[config.mk]
export PLATFORM = sky130hd
export DESIGN_NAME = motor_speed_fsm
export DESIGN_NICKNAME = d
export VERILOG_FILES = /design/src/rtl/motor_speed_fsm_pkg.sv /design/src/rtl/motor_speed_fsm_btn_conditioner.sv /design/src/rtl/motor_speed_fsm.sv
export SDC_FILE = /design/constraint.sdc
export NUM_CORES = 1
export LEC_CHECK = 0
export CAP_MARGIN = 10
export CORE_AREA = 2 2 110 91
export CTS_BUF_LIST = sky130_fd_sc_hd__clkbuf_2
export CTS_CLUSTER_SIZE = 40
export DETAILED_ROUTE_END_ITERATION = 10
export DIE_AREA = 0 0 112 93
export PLACE_DENSITY = 0.75
export SYNTH_ARGS = -nofsm -noshare
export SYNTH_HDL_FRONTEND = slang
export SYNTH_SLANG_ARGS = --single-unit
[constraint.sdc]
create_clock -name i_clk -period 1.85 [get_ports i_clk]
set_clock_uncertainty 0.2 [all_clocks]
set_input_delay 0.185 -clock i_clk [delete_from_list [all_inputs] [get_ports i_clk]]
set_output_delay 0.185 -clock i_clk [all_outputs]
set_load 0.02 [all_outputs]
[src/rtl/motor_speed_fsm_pkg.sv]
// Shared encodings for the motor speed stage: speed states (also read by the LED bar
// driver), per-state PWM duty codes and timer preset selects.
package motor_speed_fsm_pkg;

  localparam int unsigned STATE_W = 3;
  localparam int unsigned DUTY_W  = 8;
  localparam int unsigned TSEL_W  = 2;
  localparam int unsigned TIME_W  = 4;

  typedef enum logic [STATE_W-1:0] {
    S_OFF = 3'd0,
    S_1   = 3'd1,
    S_2   = 3'd2,
    S_3   = 3'd3,
    S_4   = 3'd4
  } speed_state_e;

  typedef enum logic [TSEL_W-1:0] {
    TSEL_NONE = 2'd0,
    TSEL_1    = 2'd1,
    TSEL_2    = 2'd2,
    TSEL_3    = 2'd3
  } timer_sel_e;

  localparam logic [DUTY_W-1:0] DUTY_OFF = 8'd0;
  localparam logic [DUTY_W-1:0] DUTY_1   = 8'd64;
  localparam logic [DUTY_W-1:0] DUTY_2   = 8'd128;
  localparam logic [DUTY_W-1:0] DUTY_3   = 8'd192;
  localparam logic [DUTY_W-1:0] DUTY_4   = 8'd255;

  function automatic logic [DUTY_W-1:0] duty_for(input speed_state_e s);
    case (s)
      S_1:     duty_for = DUTY_1;
      S_2:     duty_for = DUTY_2;
      S_3:     duty_for = DUTY_3;
      S_4:     duty_for = DUTY_4;
      default: duty_for = DUTY_OFF;
    endcase
  endfunction

  // Speed button order; S_4 wraps back to S_1, never to OFF.
  function automatic speed_state_e next_speed(input speed_state_e s);
    case (s)
      S_OFF:   next_speed = S_1;
      S_1:     next_speed = S_2;
      S_2:     next_speed = S_3;
      S_3:     next_speed = S_4;
      S_4:     next_speed = S_1;
      default: next_speed = S_OFF;
    endcase
  endfunction

  function automatic timer_sel_e next_tsel(input timer_sel_e s);
    case (s)
      TSEL_NONE: next_tsel = TSEL_1;
      TSEL_1:    next_tsel = TSEL_2;
      TSEL_2:    next_tsel = TSEL_3;
      default:   next_tsel = TSEL_NONE;
    endcase
  endfunction

endpackage

[src/rtl/motor_speed_fsm_btn_conditioner.sv]
// Raw push-button conditioner: 2-FF synchroniser, stability debounce and a
// registered one-cycle pulse on each debounced press.
module btn_conditioner #(
  parameter int unsigned DEBOUNCE_CYCLES = 1_000_000
) (
  input  logic clk,
  input  logic reset,
  input  logic btn_raw,
  output logic pulse
);

  localparam int unsigned CNT_W = (DEBOUNCE_CYCLES > 1) ? $clog2(DEBOUNCE_CYCLES) : 1;
  localparam logic [CNT_W-1:0] CNT_LAST = CNT_W'(DEBOUNCE_CYCLES - 1);

  logic             sync_ff1;
  logic             sync_ff2;
  logic             level;
  logic             level_d;
  logic [CNT_W-1:0] cnt;

  // Counter only survives while the synchronised input disagrees with the level.
  always_ff @(posedge clk) begin
    if (reset) begin
      sync_ff1 <= 1'b0;
      sync_ff2 <= 1'b0;
      level    <= 1'b0;
      level_d  <= 1'b0;
      cnt      <= '0;
      pulse    <= 1'b0;
    end else begin
      sync_ff1 <= btn_raw;
      sync_ff2 <= sync_ff1;
      if (sync_ff2 == level) begin
        cnt <= '0;
      end else if (cnt == CNT_LAST) begin
        level <= sync_ff2;
        cnt   <= '0;
      end else begin
        cnt <= cnt + CNT_W'(1);
      end
      level_d <= level;
      pulse   <= level & ~level_d;
    end
  end

endmodule

[src/rtl/motor_speed_fsm.sv]
// Motor speed control stage: conditions three buttons, runs the 5-level speed FSM
// and an optional auto-off countdown; feeds the LED bar driver and PWM generator.
module motor_speed_fsm
  import motor_speed_fsm_pkg::*;
#(
  parameter int unsigned DEBOUNCE_CYCLES = 1_000_000,
  parameter int unsigned TICK_CYCLES     = 100_000_000,
  parameter int unsigned TIMER_S1        = 3,
  parameter int unsigned TIMER_S2        = 5,
  parameter int unsigned TIMER_S3        = 7
) (
  input  logic              i_clk,
  input  logic              i_reset,
  input  logic              i_btn_speed,
  input  logic              i_btn_off,
  input  logic              i_btn_timer,
  output logic [STATE_W-1:0] o_led_state,
  output logic [DUTY_W-1:0]  o_duty,
  output logic [TSEL_W-1:0]  o_timer_sel,
  output logic [TIME_W-1:0]  o_time_left
);

  localparam int unsigned PRE_W = (TICK_CYCLES > 1) ? $clog2(TICK_CYCLES) : 1;
  localparam logic [PRE_W-1:0] PRE_LAST = PRE_W'(TICK_CYCLES - 1);

  logic speed_p, off_p, timer_p;

  btn_conditioner #(.DEBOUNCE_CYCLES(DEBOUNCE_CYCLES)) u_btn_speed (
    .clk(i_clk), .reset(i_reset), .btn_raw(i_btn_speed), .pulse(speed_p)
  );
  btn_conditioner #(.DEBOUNCE_CYCLES(DEBOUNCE_CYCLES)) u_btn_off (
    .clk(i_clk), .reset(i_reset), .btn_raw(i_btn_off), .pulse(off_p)
  );
  btn_conditioner #(.DEBOUNCE_CYCLES(DEBOUNCE_CYCLES)) u_btn_timer (
    .clk(i_clk), .reset(i_reset), .btn_raw(i_btn_timer), .pulse(timer_p)
  );

  function automatic logic [TIME_W-1:0] preset_for(input timer_sel_e s);
    case (s)
      TSEL_1:  preset_for = TIME_W'(TIMER_S1);
      TSEL_2:  preset_for = TIME_W'(TIMER_S2);
      TSEL_3:  preset_for = TIME_W'(TIMER_S3);
      default: preset_for = '0;
    endcase
  endfunction

  speed_state_e      state_q, state_n;
  timer_sel_e        sel_q, sel_n;
  logic [DUTY_W-1:0] duty_q, duty_n;
  logic [TIME_W-1:0] tl_q, tl_n;
  logic [PRE_W-1:0]  pre_q, pre_n;
  logic              counting, tick, expire;

  always_ff @(posedge i_clk) begin
    if (i_reset) begin
      state_q <= S_OFF;
      sel_q   <= TSEL_NONE;
      duty_q  <= DUTY_OFF;
      tl_q    <= '0;
      pre_q   <= '0;
    end else begin
      state_q <= state_n;
      sel_q   <= sel_n;
      duty_q  <= duty_n;
      tl_q    <= tl_n;
      pre_q   <= pre_n;
    end
  end

  // Priority: off pulse > expiry > speed/timer pulses.
  always_comb begin
    state_n  = (state_q > S_4) ? S_OFF : state_q;
    sel_n    = sel_q;
    tl_n     = tl_q;
    pre_n    = pre_q;
    expire   = 1'b0;
    counting = (sel_q != TSEL_NONE) && (state_q != S_OFF);
    tick     = counting && (pre_q == PRE_LAST);

    if (counting) begin
      pre_n = tick ? '0 : pre_q + PRE_W'(1);
      if (tick) begin
        if (tl_q > TIME_W'(1)) begin
          tl_n = tl_q - TIME_W'(1);
        end else if (tl_q == TIME_W'(1)) begin
          tl_n   = '0;
          expire = 1'b1;
        end
      end
    end

    if (off_p || expire) begin
      state_n = S_OFF;
      sel_n   = TSEL_NONE;
      tl_n    = '0;
      pre_n   = '0;
    end else begin
      if (speed_p) begin
        state_n = next_speed(state_q);
      end
      if (timer_p) begin
        sel_n = next_tsel(sel_q);
        tl_n  = preset_for(sel_n);
        pre_n = '0;
      end
    end

    duty_n = duty_for(state_n);
  end

  assign o_led_state = state_q;
  assign o_duty      = duty_q;
  assign o_timer_sel = sel_q;
  assign o_time_left = tl_q;

endmodule

---- Word-level counts from Yosys, hierarchy flattened ----
Cells that the tools add are included.
cells by class
  $add $sub $neg .......................... 5
  $lt $le $gt $ge ......................... 2
  equality and inequality tests ........... 21
  multiplexer cells ....................... 19
  bitwise logic cells ..................... 9
  reductions and logical operators ........ 20
operator list
  operator                 count
  $add A20 B1 Y20 const B  3
  $eq A20 B20 Y1 const B   3
  $pmux W8 S4              1
  $add A27 B1 Y27 const B  1
  $eq A27 B27 Y1 const B   1
  $mux W27                 1
  $mux W4                  5
  $eq A3 B2 Y1 const B     4
  $pmux W3 S4              1
  $reduce_or A3 Y1         4
  $mux W3                  3
  $pmux W3 S3              1
  $eq A2 B2 Y1 const B     3
  $eq A3 B1 Y1 const B     2
  $eq A3 B3 Y1 const B     2
  $not A1 Y1               6
  $pmux W2 S3              1
  $reduce_and A2 Y1        3
  $reduce_bool A2 Y1       3
  $reduce_bool A3 Y1       2
  $eq A2 B1 Y1 const B     2
  $eq A4 B1 Y1 const B     1
  $gt A4 B1 Y1 const B     1
  $mux W1                  4
  other kinds (11)         18
storage, ports and cells
  register bits ........................... 119
  bits of input ports ..................... 5

---- Depth between registers and ports, before layout ----
Gate-level depths: netlist (run 1).
  depth in word-level cells ............... 10
  mapped depth ............................ 9
  gate-level depth less buffers ........... 7

---- By module ----
A second synthesis (run 1) with hierarchy kept.
unflattened totals
  cell total of the unflattened synthesis .. 584
  area, all modules ....................... 5352.6 µm²
by module, submodules not included
  module           instances  cells each  area an instance (µm²)
  btn_conditioner  3          117         1137.3
  motor_speed_fsm  1          233         1940.6

---- Worst setup path before layout (run 1) ----
Ideal clock, no wire load.
  path type ............................... register to register
  from .................................... reg sel_q[0], in the netlist o_timer_sel[0]
  to ...................................... reg pre_q[12]
  setup time .............................. 117 ps
  arrival ................................. 1933 ps
  setup slack ............................. -400 ps
  stages on the path, launching flop included .. 10
  clock period less this slack ............ 2250 ps
  path through ............................ dfxtp_1 inv_1 ha_1 and3b_1 nand4_2 nor3_2 or2_2 buf_2 buf_2 nor2_1
on the way
  longest elaborated chain between the ends .. 7
  elaborated cells between the ends (all ways) .. 8
  those cells by class .................... mux: 3; reduce/logical: 5
RTL lines
  what                        line                   text
  start, declared             motor_speed_fsm.sv:48  timer_sel_e sel_q, sel_n;
  start signal, assigned      motor_speed_fsm.sv:63  sel_q <= sel_n;
  $reduce_bool A2 Y1 *        motor_speed_fsm.sv:77  counting = (sel_q != TSEL_NONE) && (state_q != S_OFF);
  $logic_and A1 B1 Y1 *       motor_speed_fsm.sv:77
  $logic_and A1 B1 Y1         motor_speed_fsm.sv:78  tick = counting && (pre_q == PRE_LAST);
  $mux W1                     motor_speed_fsm.sv:82  if (tick) begin
  $mux W1                     motor_speed_fsm.sv:80  if (counting) begin
  $logic_or A1 B1 Y1          motor_speed_fsm.sv:92  if (off_p || expire) begin
  $reduce_or A3 Y1 (no line)  -
  end signal, assigned        motor_speed_fsm.sv:66  pre_q <= pre_n;
  end, declared               motor_speed_fsm.sv:51  logic [PRE_W-1:0] pre_q, pre_n;
Mark *: on every way between the ends. The rest lies on a longest branch, timed or not.
A chain may end at the register's enable or synchronous reset.

---- Worst setup path after layout (run 1) ----
  from .................................... reg pre_q[21]
  to ...................................... reg sel_q[0], in the netlist o_timer_sel[0]
on the way
  longest elaborated chain between the ends .. 6
RTL lines
  what                        line
  $eq A27 B27 Y1              motor_speed_fsm.sv:78
  $logic_and A1 B1 Y1         motor_speed_fsm.sv:78
  $mux W1                     motor_speed_fsm.sv:82
  $mux W1                     motor_speed_fsm.sv:80
  $logic_or A1 B1 Y1          motor_speed_fsm.sv:92
  $reduce_or A2 Y1 (no line)  -
No other way between the ends.

==> results of run 1 <==
[timing repair]
item                                    4_1_cts  5_1_grt
endpoints found under the hold margin         3        0
cloned                                        3        3
resized for setup                            88      107
buffers inserted                              6        5
pin swaps                                    19       36
hold buffers                                  3        0
endpoints found under the setup margin       97      107
[registers in the layout, summed over array words and instances, names as in the netlist, 2 cells and up]
register,flops
pre_q,27
u_btn_off.cnt,20
u_btn_speed.cnt,20
u_btn_timer.cnt,20
o_time_left,4
o_duty,3
o_led_state,3
o_timer_sel,2
[power groups by stage]
stage / Clock, mW / Combinational (mW) / Sequential [mW]
after floorplan: 0 / 0.0404 / 2.52
after global placement: 0 / 0.0738 / 2.52
after detailed placement: 0 / 0.0751 / 2.52
after CTS: 1.88 / 0.120 / 2.47
after global routing: 2.00 / 0.139 / 2.47
final: 1.85 / 0.131 / 2.46
[Yosys cell counts, types with 4 or more instances]
master / count / share of area (%)
xnor2_1: 42 / 7.3
nor4_1: 16 / 2.0
or3_1: 5 / 0.62
nand4b_1: 4 / 0.70
mux2i_1: 4 / 0.80
nand4_1: 15 / 1.9
a21oi_1: 8 / 0.80
buf_4: 5 / 0.75
nor2_1: 105 / 7.9
nand3_1: 37 / 3.7
nor3_1: 18 / 1.8
xor2_1: 41 / 7.2
clkbuf_1: 7 / 0.52
and4_1: 5 / 0.87
and3_1: 18 / 2.2
nand2_1: 32 / 2.4
nor3_2: 4 / 0.80
nor2b_1: 15 / 1.9
ha_1: 9 / 2.2
o21ai_0: 5 / 0.50
buf_2: 13 / 1.3
inv_1: 14 / 1.0
dfxtp_1: 114 / 46
[worst max-delay path by stage]
stage,to,slack (ps),cells after the start
3_3_place_gp,o_time_left[0],-160,8
4_1_cts,o_timer_sel[0],-180,8
2_1_floorplan,pre_q[1],-140,7
6_report,o_timer_sel[0],-190,6
3_5_place_dp,o_duty[6],-180,8
5_1_grt,o_timer_sel[0],-290,6
[worst max-delay path, cell delays in order, from the launching register on]
cell	delay, ps
dfxtp_1	380
and4_1	270
nand4_1	210
nor3_4	330
a311o_1	330
buf_12	170
nor3_2	40
[layout make-up]
| type | instances | area (um2) |
|---|---|---|
| multi-input combinational | 410 | 3075 |
| fill | 628 | 2497 |
| sequential | 114 | 2315 |
| timing repair buffer | 109 | 1006 |
| clock inverter | 10 | 158.9 |
| tap | 119 | 148.9 |
| clock buffer | 22 | 110.1 |
| inverter | 14 | 57.56 |
[cells by family after synthesis]
kind of cell	count (synthesis)	synth area share, %
flops	114	45.59
mux	4	0.7998
fa+ha+maj	9	2.249
xor+xnor	83	14.52
compound gates	22	2.800
simple gates	292	29.87
buf+inv	42	4.174
[metrics by stage]
stage / instances / total power [mW] / area, um2 / utilization (%)
floorplan: 566 / 2.558 / 5110 / -
global placement: 749 / 2.591 / 5861 / 62.55
detailed placement: 749 / 2.593 / 5861 / 62.55
CTS: 793 / 4.465 / 6437 / 68.71
global route: 798 / 4.606 / 6872 / 73.34
finish: 798 / 4.445 / 6872 / 73.34
[cells in the final DEF, fill, tap and decap left out, drive strengths merged, types with 3 or more instances in the layout]
cell / count
mux2i: 4
nor3: 22
or3: 6
nand2: 32
clkinv: 5
dfxtp: 114
ha: 9
nor3b: 3
nor4: 16
nand4: 16
bufinv: 4
nor4b: 3
buf: 87
nor2: 105
nand4b: 4
xor2: 41
or4b: 3
clkdlybuf4s50: 4
and3: 18
and4: 5
clkdlybuf4s15: 6
clkbuf: 29
inv: 14
o21ai: 5
dlygate4sd3: 3
a21oi: 8
xnor2: 42
nand3: 37
nor2b: 15
[metal layers]
| metal | wire, um | up-vias |
|---|---|---|
| li1 | - | 2121 |
| met1 | 5179 | 2077 |
| met2 | 6000 | 74 |
| met3 | 451 | 22 |
| met4 | 201 | 0 |
| met5 | 0 | - |
==> reports/results.txt, run 1 <==
Post-synth EDFFs: 0
final setup TNS: -7975 ps
r2r setup slk: -190 ps
buffer depth of the longest clock path: 2
die area: 10,420 um2
crit path time final: 2045 ps
pin count of the biggest net entering global routing: 21
synthesized area: 5006 um2
Hold Crit Depth: 3
global route hottest layer: met2
routed vias/inst: 5.381
Seq cells post-synth: 114
R2R Path Start: pre_q[21]
Post-Syn Instances: 566
IO buf count: 21
violated checks: setup timing
antenna violations before repair: 0
Synth async-reset ratio: 0%
sequential power share: 55.4%
Warnings, synthesis: 0
Antenna Violating Nets Remaining: 0
Setup-failing EPs final: 58
Site Rows: 32
final hold violation count: 0
reg2reg end: o_timer_sel[0]
Logic pwr share: 2.9%
syn_nets: 580
Slew Limit Fails: 0
PnR worst setup slack: -194.8 ps
NetSw: 1.007 mW
syn avg cell area: 8.845 um2
clock insertion delay at the later pin of the skew report: 670 ps
PD cells: 646.8 nW/um2
Hold WS: 96.86 ps
root buffer cell: clkbuf_2
hold_sp: i_reset
Slew @ Worst Pin: 574.2 ps
Seq/Total Area, Yosys: 45.59%
Area growth, synth to finish: 37.27%
relative slew slack: 61.23%
vias in the first global route: 4,091
GPL Wtd Cong: 0.7960
dpl hpwl: 6769 um
P_leak: 2.586 nW
Post-synth top flop: dfxtp_1
Max Clk Rate: 489.0 MHz
Remaining DRCs: 0
die height: 93 um
peak supply drop: 0.0007935 V
M1 GR Usage: 26.64%
DRT Wirelength: 11,830 um
DR vias: 4,294
Initial Util: 53.43%
Inserted Clock Buffers: 17
sw frac: 22.65%
Crit. End Element: flip-flop
Clk pwr share: 41.6%
crit path kind: reg2reg
CTS H-tree lvls: 4
first-pass GRT wire length: 18,490 um
met2 Resource Use GR: 37.32%
RSZ-0062 raised after global routing: true
fin crit share: 110.5%
status: finished with violations
GR Util met3: 6.351%
Critical Path Start Type: flip-flop
DRT iter0 DRCs: 255
number of max-cap violations: 0
TritonCTS clock tree: built
TritonRoute pass-1 iters: 5
WL/cell: 14.83 um
Hold Path End: u_btn_timer.level
Reg2Reg Depth: 6
CP max FO: 8
Nets: 680
core area: 9369 um2
crit path from: pre_q[21]
io pins: 22
die span in x: 112 um
grt ovf: 0
CTS sink cnt: 114
gr usage total: 21.86%
dpl ws: -180.8 ps
layout cells sized above 1: 35.35%
clk slew on worst S/H paths: 170 ps
worst path required time: 2200 ps
Pint: 3.438 mW
Antenna Cells: 0
Yosys cell types: 45
Worst Path Arrival: 2400 ps
Worst Hold Class: in2reg
(Power assumes the default switching activity.)
==> inputs of run 2 (changes only) <==
--- a/config.mk
+++ b/config.mk
@@ -6,12 +6,13 @@
 export NUM_CORES = 1
 export LEC_CHECK = 0
 export CAP_MARGIN = 10
-export CORE_AREA = 2 2 110 91
+export CORE_AREA = 2 2 114 94
 export CTS_BUF_LIST = sky130_fd_sc_hd__clkbuf_2
 export CTS_CLUSTER_SIZE = 40
 export DETAILED_ROUTE_END_ITERATION = 10
-export DIE_AREA = 0 0 112 93
+export DIE_AREA = 0 0 116 96
 export PLACE_DENSITY = 0.75
 export SYNTH_ARGS = -nofsm -noshare
 export SYNTH_HDL_FRONTEND = slang
+export SYNTH_HIERARCHICAL = 1
 export SYNTH_SLANG_ARGS = --single-unit
==> reports/results.txt, run 2 <==
vias in the first global route: 4,191 (was 4,091)
r2r setup slk: -410 ps (was -190 ps)
final instance area: 6804 um2 (was 6872 um2)
crit path time final: 2261 ps (was 2045 ps)
Crit. End Element: flip-flop (unchanged)
pin count of the biggest net entering global routing: 25 (was 21)
Pwr Total: 4.412 mW (was 4.445 mW)
Hold Crit Depth: 3 (unchanged)
Hold WS: 195.4 ps (was 96.86 ps)
fillcell total: 776 (was 628)
Nets: 708 (was 680)
DRT iter0 DRCs: 234 (was 255)
first-pass GRT wire length: 17,940 um (was 18,490 um)
Worst Path Arrival: 2580 ps (was 2400 ps)
PD cells: 648.5 nW/um2 (was 646.8 nW/um2)
Yosys cell types: 46 (was 45)
Slew Limit Fails: 0 (unchanged)
Clk pwr share: 41.7% (was 41.6%)
Max Clk Rate: 442.3 MHz (was 489.0 MHz)
Slew @ Worst Pin: 547.0 ps (was 574.2 ps)
core area: 9992 um2 (was 9369 um2)
crit path kind: reg2reg (unchanged)
max FFs per register: 27 (unchanged)
Synth area leaders: dfxtp_1 43%, nor2_1 7.0%, xnor2_1 6.9% (was dfxtp_1 46%, nor2_1 7.9%, xnor2_1 7.3%)
Hold Path End: u_btn_off/sync_ff2 (was u_btn_timer.level)
worst path required time: 2170 ps (was 2200 ps)
Synth async-reset ratio: 0% (unchanged)
hold_sp: i_reset (unchanged)
Site Rows: 33 (was 32)
DRT Wirelength: 11,220 um (was 11,830 um)
most frequent cells in the layout: 99 x nor2_1, 90 x dfxtp_1, 76 x buf_4, 42 x xnor2_1, 35 x nand2_1 (was 94 x dfxtp_1, 73 x buf_4, 72 x nor2_1, 39 x xor2_1, 39 x xnor2_1)
Critical Path Start Type: flip-flop (unchanged)
gr usage total: 20.23% (was 21.86%)
TritonRoute pass-1 iters: 4 (was 5)
GPL Wtd Cong: 0.8416 (was 0.7960)
syn_nets: 598 (was 580)
number of max-cap violations: 0 (unchanged)
Antenna Cells: 0 (unchanged)
die span in x: 116 um (was 112 um)
Area growth, synth to finish: 27.12% (was 37.27%)
CP Depth: 8 (was 6)
WL/cell: 13.25 um (was 14.83 um)
Top delay family on crit path: simple AND/OR/NAND/NOR gates (unchanged)
buffer depth of the longest clock path: 2 (unchanged)
die area: 11,140 um2 (was 10,420 um2)
io pins: 22 (unchanged)
FF+latch area: 2320 um2 (was 2315 um2)
layout cells sized above 1: 29.42% (was 35.35%)
Synth top cells by count: 114 x dfxtp_1, 100 x nor2_1, 42 x xnor2_1 (was 114 x dfxtp_1, 105 x nor2_1, 42 x xnor2_1)
antenna violations before repair: 0 (unchanged)
CTS H-tree lvls: 4 (unchanged)
reg2reg end: pre_q[6] (was o_timer_sel[0])
clk slew on worst S/H paths: 180 ps (was 170 ps)
final setup TNS: -15,220 ps (was -7975 ps)
Post-synth top flop: dfxtp_1 (unchanged)
RSZ-0062 raised after global routing: true (unchanged)
peak supply drop: 0.0005362 V (was 0.0007935 V)
Logic pwr share: 2.4% (was 2.9%)
Remaining DRCs: 0 (unchanged)
status: finished with violations (unchanged)
largest area contributor in the netlist: dfxtp_1 (unchanged)
IO buf count: 21 (unchanged)
syn avg cell area: 9.165 um2 (was 8.845 um2)
final std cells w/o fill: 847 (was 798)
Antenna Violating Nets Remaining: 0 (unchanged)
CP max FO: 7 (was 8)
Warnings, synthesis: 6 (was 0)
Inserted Clock Buffers: 17 (unchanged)
TritonCTS clock tree: built (unchanged)
Post-synth EDFFs: 0 (unchanged)
synthesized area: 5353 um2 (was 5006 um2)
violated checks: setup timing (unchanged)
root buffer cell: clkbuf_2 (unchanged)
sw frac: 22.97% (was 22.65%)
Reg2Reg Depth: 8 (was 6)
grt ovf: 0 (unchanged)
P_leak: 2.528 nW (was 2.586 nW)
dpl hpwl: 7518 um (was 6769 um)
Pint: 3.399 mW (was 3.438 mW)
NetSw: 1.014 mW (was 1.007 mW)
area of the multi-input gates: 3012 um2 (was 3075 um2)
relative slew slack: 63.48% (was 61.23%)
most common cell after layout, fill and taps aside: nor2_1 (was dfxtp_1)
CTS sink cnt: 114 (unchanged)
sequential power share: 55.9% (was 55.4%)
Seq/Total Area, Yosys: 42.64% (was 45.59%)
R2R Path Start: o_timer_sel[0] (was pre_q[21])
most frequent cell after synthesis: dfxtp_1 (unchanged)
Placed Cells: 795 (was 749)
Synth top area share: 42.64% (was 45.59%)
Buf/Inv on CP: 2 (was 1)
dpl ws: -427.8 ps (was -180.8 ps)
final hold violation count: 0 (unchanged)
die height: 96 um (was 93 um)
clock insertion delay at the later pin of the skew report: 660 ps (was 670 ps)
Seq cells post-synth: 114 (unchanged)
Setup-failing EPs final: 39 (was 58)
DR vias: 4,475 (was 4,294)
Initial Util: 53.57% (was 53.43%)
Worst Hold Class: in2reg (unchanged)
Area after DPL: 6213 um2 (was 5861 um2)
largest reg by FF count: pre_q (unchanged)
worst path cell trace: inv_4 > ha_4 > and3b_1 > nand4_1 > or4_4 > o21ai_4 > clkbuf_16 > nor3_2 (was and4_1 > nand4_1 > nor3_4 > a311o_1 > buf_12 > nor3_2)
CP max stage cell: or4_4 (was dfxtp_1)
fin crit share: 122.2% (was 110.5%)
worst stage delay on the critical path: 560 ps (was 380 ps)
routed vias/inst: 5.283 (was 5.381)
PnR worst setup slack: -411.0 ps (was -194.8 ps)
Post-Syn Instances: 584 (was 566)
final core utilization: 68.09% (was 73.34%)
run 2: cell types whose count changed in the layout (fill, tap and decap cells not counted), moves of 8 or more:
cell	change
nor2_2	-9
nand3_1	-9
nor2_1	+27
nor2_4	-23
and3_1	-13
nor3_2	-9
nor3_1	+12
inv_1	+8
a21oi_1	+9
xor2_1	-10
run 2: final cells by class:
| class | count | share of cell area [%] |
|---|---|---|
| multi-input combinational | 429 | 44.26 |
| sequential | 114 | 34.09 |
| timing repair buffer | 110 | 13.76 |
| clock inverter | 15 | 2.814 |
| tap | 140 | 2.574 |
| clock buffer | 17 | 1.250 |
| inverter | 22 | 1.250 |
run 2: tightest hold or removal path, delay by kind of cell:
| kind | cells | cell delay, ps |
|---|---|---|
| buffers and inverters | 2 | 790 |
| and+or+nand+nor | 1 | 40 |
run 2: power groups by stage:
stage / registers (mW) / clock network, mW / logic, mW
global route: 2.47 / 2.00 / 0.116
CTS: 2.47 / 1.91 / 0.0840
global placement: 2.52 / 0 / 0.0772
finish: 2.47 / 1.84 / 0.107
detailed placement: 2.52 / 0 / 0.0791
floorplan: 2.52 / 0 / 0.0426
run 2: logic make-up (layout without fill, tap and decap cells):
kind of cell    Yosys count  count (layout)  synth area share (%)
compound gates           43              43                 5.447
xor+xnor                 71              71                 11.62
fa+ha+maj                 9               9                 2.104
buf+inv                  41             164                 3.506
flops                   114             114                 42.64
mux                      12              12                 2.244
simple gates            294             294                 32.45
run 2: how the worst max path moves through the flow:
stage / startpoint / endpoint
global route: o_timer_sel[0] / o_led_state[2]
finish: o_timer_sel[0] / pre_q[6]
floorplan: o_timer_sel[1] / o_led_state[1]
detailed placement: o_timer_sel[0] / o_time_left[0]
CTS: o_timer_sel[0] / o_time_left[0]
global placement: o_timer_sel[0] / pre_q[1]
run 2: per-layer routing:
| metal | GRT usage (%) | up-vias | wire length, um |
|---|---|---|---|
| met3 | 5.668 | 9 | 437 |
| met5 | 0 | - | 0 |
| li1 | - | 2276 | - |
| met2 | 34.89 | 87 | 5444 |
| met1 | 24.56 | 2103 | 5253 |
| met4 | 6.548 | 0 | 87 |
run 2: what timing repair did:
action / in CTS / in global routing
pin swaps: 0 / 14
gates cloned: 0 / 3
endpoints found under the setup margin: 57 / 104
hold endpoints to repair: 3 / 0
gates resized for setup: 47 / 51
setup buffers: 0 / 14
hold buffers: 3 / 0
==> inputs of run 3 (changes only) <==
--- a/config.mk
+++ b/config.mk
@@ -5,12 +5,13 @@
 export SDC_FILE = /design/constraint.sdc
 export NUM_CORES = 1
 export LEC_CHECK = 0
+export ABC_AREA = 1
 export CAP_MARGIN = 10
-export CORE_AREA = 2 2 114 94
+export CORE_AREA = 2 2 121 100
 export CTS_BUF_LIST = sky130_fd_sc_hd__clkbuf_2
 export CTS_CLUSTER_SIZE = 40
 export DETAILED_ROUTE_END_ITERATION = 10
-export DIE_AREA = 0 0 116 96
+export DIE_AREA = 0 0 123 102
 export PLACE_DENSITY = 0.75
 export SYNTH_ARGS = -nofsm -noshare
 export SYNTH_HDL_FRONTEND = slang
==> reports/results.txt, run 3 <==
synthesized area: 6125 um2 (was 5353 um2)
Logic pwr share: 1.9% (was 2.4%)
Inserted Clock Buffers: 17 (unchanged)
Area growth, synth to finish: 14.67% (was 27.12%)
Worst Hold Class: in2reg (unchanged)
most frequent cells in the layout: 188 x nand2_1, 145 x nor2_1, 100 x dfxtp_1, 91 x inv_1, 59 x nand3_1 (was 99 x nor2_1, 90 x dfxtp_1, 76 x buf_4, 42 x xnor2_1, 35 x nand2_1)
die span in x: 123 um (was 116 um)
largest area contributor in the netlist: dfxtp_1 (unchanged)
TritonCTS clock tree: built (unchanged)
buffer depth of the longest clock path: 2 (unchanged)
GPL Wtd Cong: 0.8781 (was 0.8416)
P_leak: 2.401 nW (was 2.528 nW)
Setup-failing EPs final: 0 (was 39)
root buffer cell: clkbuf_2 (unchanged)
CTS sink cnt: 114 (unchanged)
crit path kind: reg2reg (unchanged)
status: complete, no violations (was finished with violations)
max FFs per register: 27 (unchanged)
Antenna Cells: 0 (unchanged)
Initial Util: 54.21% (was 53.57%)
Antenna Violating Nets Remaining: 0 (unchanged)
DR vias: 5,461 (was 4,475)
RSZ-0062 raised after global routing: true (unchanged)
layout cells sized above 1: 21.02% (was 29.42%)
Synth top area share: 37.26% (was 42.64%)
Warnings, synthesis: 6 (unchanged)
Nets: 943 (was 708)
peak supply drop: 0.0005756 V (was 0.0005362 V)
Crit. End Element: flip-flop (unchanged)
most frequent cell after synthesis: nand2_1 (was dfxtp_1)
first-pass GRT wire length: 21,650 um (was 17,940 um)
syn avg cell area: 7.032 um2 (was 9.165 um2)
syn_nets: 885 (was 598)
clk slew on worst S/H paths: 190 ps (was 180 ps)
vias in the first global route: 4,861 (was 4,191)
PnR worst setup slack: 57.18 ps (was -411.0 ps)
Max Clk Rate: 557.8 MHz (was 442.3 MHz)
Worst Path Arrival: 2180 ps (was 2580 ps)
Post-Syn Instances: 871 (was 584)
Post-synth EDFFs: 0 (unchanged)
die height: 102 um (was 96 um)
number of max-cap violations: 0 (unchanged)
dpl hpwl: 9126 um (was 7518 um)
DRT iter0 DRCs: 282 (was 234)
Synth top cells by count: 188 x nand2_1, 148 x nor2_1, 114 x dfxtp_1 (was 114 x dfxtp_1, 100 x nor2_1, 42 x xnor2_1)
dpl ws: 33.40 ps (was -427.8 ps)
Seq/Total Area, Yosys: 37.26% (was 42.64%)
Clk pwr share: 42.7% (was 41.7%)
pin count of the biggest net entering global routing: 19 (was 25)
CP max FO: 4 (was 7)
Synth area leaders: dfxtp_1 37%, nand2_1 12%, nor2_1 9.1% (was dfxtp_1 43%, nor2_1 7.0%, xnor2_1 6.9%)
r2r setup slk: 60 ps (was -410 ps)
antenna violations before repair: 0 (unchanged)
sw frac: 23.98% (was 22.97%)
NetSw: 1.069 mW (was 1.014 mW)
routed vias/inst: 5.010 (was 5.283)
final core utilization: 62.16% (was 68.09%)
gr usage total: 21.31% (was 20.23%)
core area: 11,300 um2 (was 9992 um2)
io pins: 22 (unchanged)
Synth async-reset ratio: 0% (unchanged)
Post-synth top flop: dfxtp_1 (unchanged)
die area: 12,550 um2 (was 11,140 um2)
PD cells: 634.9 nW/um2 (was 648.5 nW/um2)
grt ovf: 0 (unchanged)
most common cell after layout, fill and taps aside: nand2_1 (was nor2_1)
Critical Path Start Type: flip-flop (unchanged)
worst path required time: 2230 ps (was 2170 ps)
IO buf count: 21 (unchanged)
TritonRoute pass-1 iters: 5 (was 4)
WL/cell: 11.67 um (was 13.25 um)
relative slew slack: 68.15% (was 63.48%)
crit path time final: 1793 ps (was 2261 ps)
Seq cells post-synth: 114 (unchanged)
sequential power share: 55.4% (was 55.9%)
Slew Limit Fails: 0 (unchanged)
CTS H-tree lvls: 4 (unchanged)
final hold violation count: 0 (unchanged)
fin crit share: 96.91% (was 122.2%)
clock insertion delay at the later pin of the skew report: 670 ps (was 660 ps)
Slew @ Worst Pin: 477.2 ps (was 547.0 ps)
DRT Wirelength: 12,720 um (was 11,220 um)
Pint: 3.389 mW (was 3.399 mW)
largest reg by FF count: pre_q (unchanged)
Remaining DRCs: 0 (unchanged)
Yosys cell types: 38 (was 46)
Site Rows: 35 (was 33)
[run 3: cell count changes in the layout (fill, tap and decap cells not counted), moves of 26 or more]
cell     previous run  this run
nand3_1            27        59
buf_4              76        26
nand2_1            35       188
nor2_2              1        52
a21oi_1            13        39
xnor2_1            42        16
nor2_1             99       145
inv_1              20        91
[run 3: what timing repair did]
| item | 4_1_cts | 5_1_grt |
|---|---|---|
| buffers inserted | 0 | 4 |
| hold endpoints to repair | 3 | 0 |
| hold buffers | 3 | 0 |
| setup endpoints to repair | 17 | 57 |
| pin swaps | 0 | 11 |
| cloned | 0 | 1 |
| gates resized for setup | 43 | 41 |
[run 3: worst paths after layout]
path	cells after the start	start	end
min	3	i_reset	u_btn_speed/pulse
max	8	pre_q[5]	pre_q[11]
min reg2reg	1	u_btn_speed/level_d	u_btn_speed/pulse
max reg2reg	8	pre_q[5]	pre_q[11]
[run 3: layout make-up]
type | instances | area (um2)
fillers | 1041 | 4275
multi-input cells | 647 | 3457
flip-flops and latches | 114 | 2302
repair buffers | 51 | 432.9
inverters | 98 | 367.9
clock inverters | 14 | 187.7
well taps | 148 | 185.2
clock buffers | 18 | 90.09
[run 3: routing by layer]
metal / part of all wire, % / vias to the layer above / wire (um) / track usage [%]
met2: 45 / 123 / 5750 / 34.04
met5: 0 / - / 0 / 0
met3: 4.9 / 13 / 629 / 4.911
met4: 0.94 / 0 / 120 / 5.682
li1: - / 2885 / - / -
met1: 49 / 2440 / 6224 / 29.15
[run 3: power by group through the flow]
stage	sequential [mW]	clock, mW	combinational, mW
floorplan	2.52	0	0.0555
global placement	2.52	0	0.0752
detailed placement	2.52	0	0.0758
CTS	2.47	1.94	0.0812
global route	2.47	2.05	0.0961
finish	2.47	1.90	0.0863
[run 3: logic make-up (layout without fill, tap and decap cells)]
| logic type | Yosys count | count (layout) | synth area share (%) |
|---|---|---|---|
| AND/OR/NAND/NOR | 537 | 538 | 41.63 |
| flip-flops | 114 | 114 | 37.26 |
| buffers and inverters | 111 | 181 | 8.294 |
| AO/OA/AOI/OAI | 69 | 69 | 6.538 |
| XOR/XNOR | 31 | 31 | 4.433 |
| adder cells (fa/ha/maj) | 9 | 9 | 1.839 |
[run 3: metrics by stage]
| step | power (mW) | cells | TNS (ps) | instance area (um2) | hold WS [ps] |
|---|---|---|---|---|---|
| after floorplan | 2.577 | 871 | 0 | 6127 | 56.18 |
| after global placement | 2.597 | 1050 | 0 | 6568 | 181.4 |
| after detailed placement | 2.598 | 1050 | 0 | 6568 | 185.6 |
| after CTS | 4.488 | 1085 | -7.802 | 6887 | 11.75 |
| after global routing | 4.620 | 1090 | -322.5 | 7023 | 14.33 |
| final | 4.459 | 1090 | 0 | 7023 | 32.33 |
[run 3: worst max-delay path: stages, from the launching register on]
cell	delay, ps
dfxtp_1	480
nand2_1	110
nor2_1	180
nand2_1	120
nor2_4	130
nand2_1	100
nor2_1	140
xor2_1	190
nor2_1	50
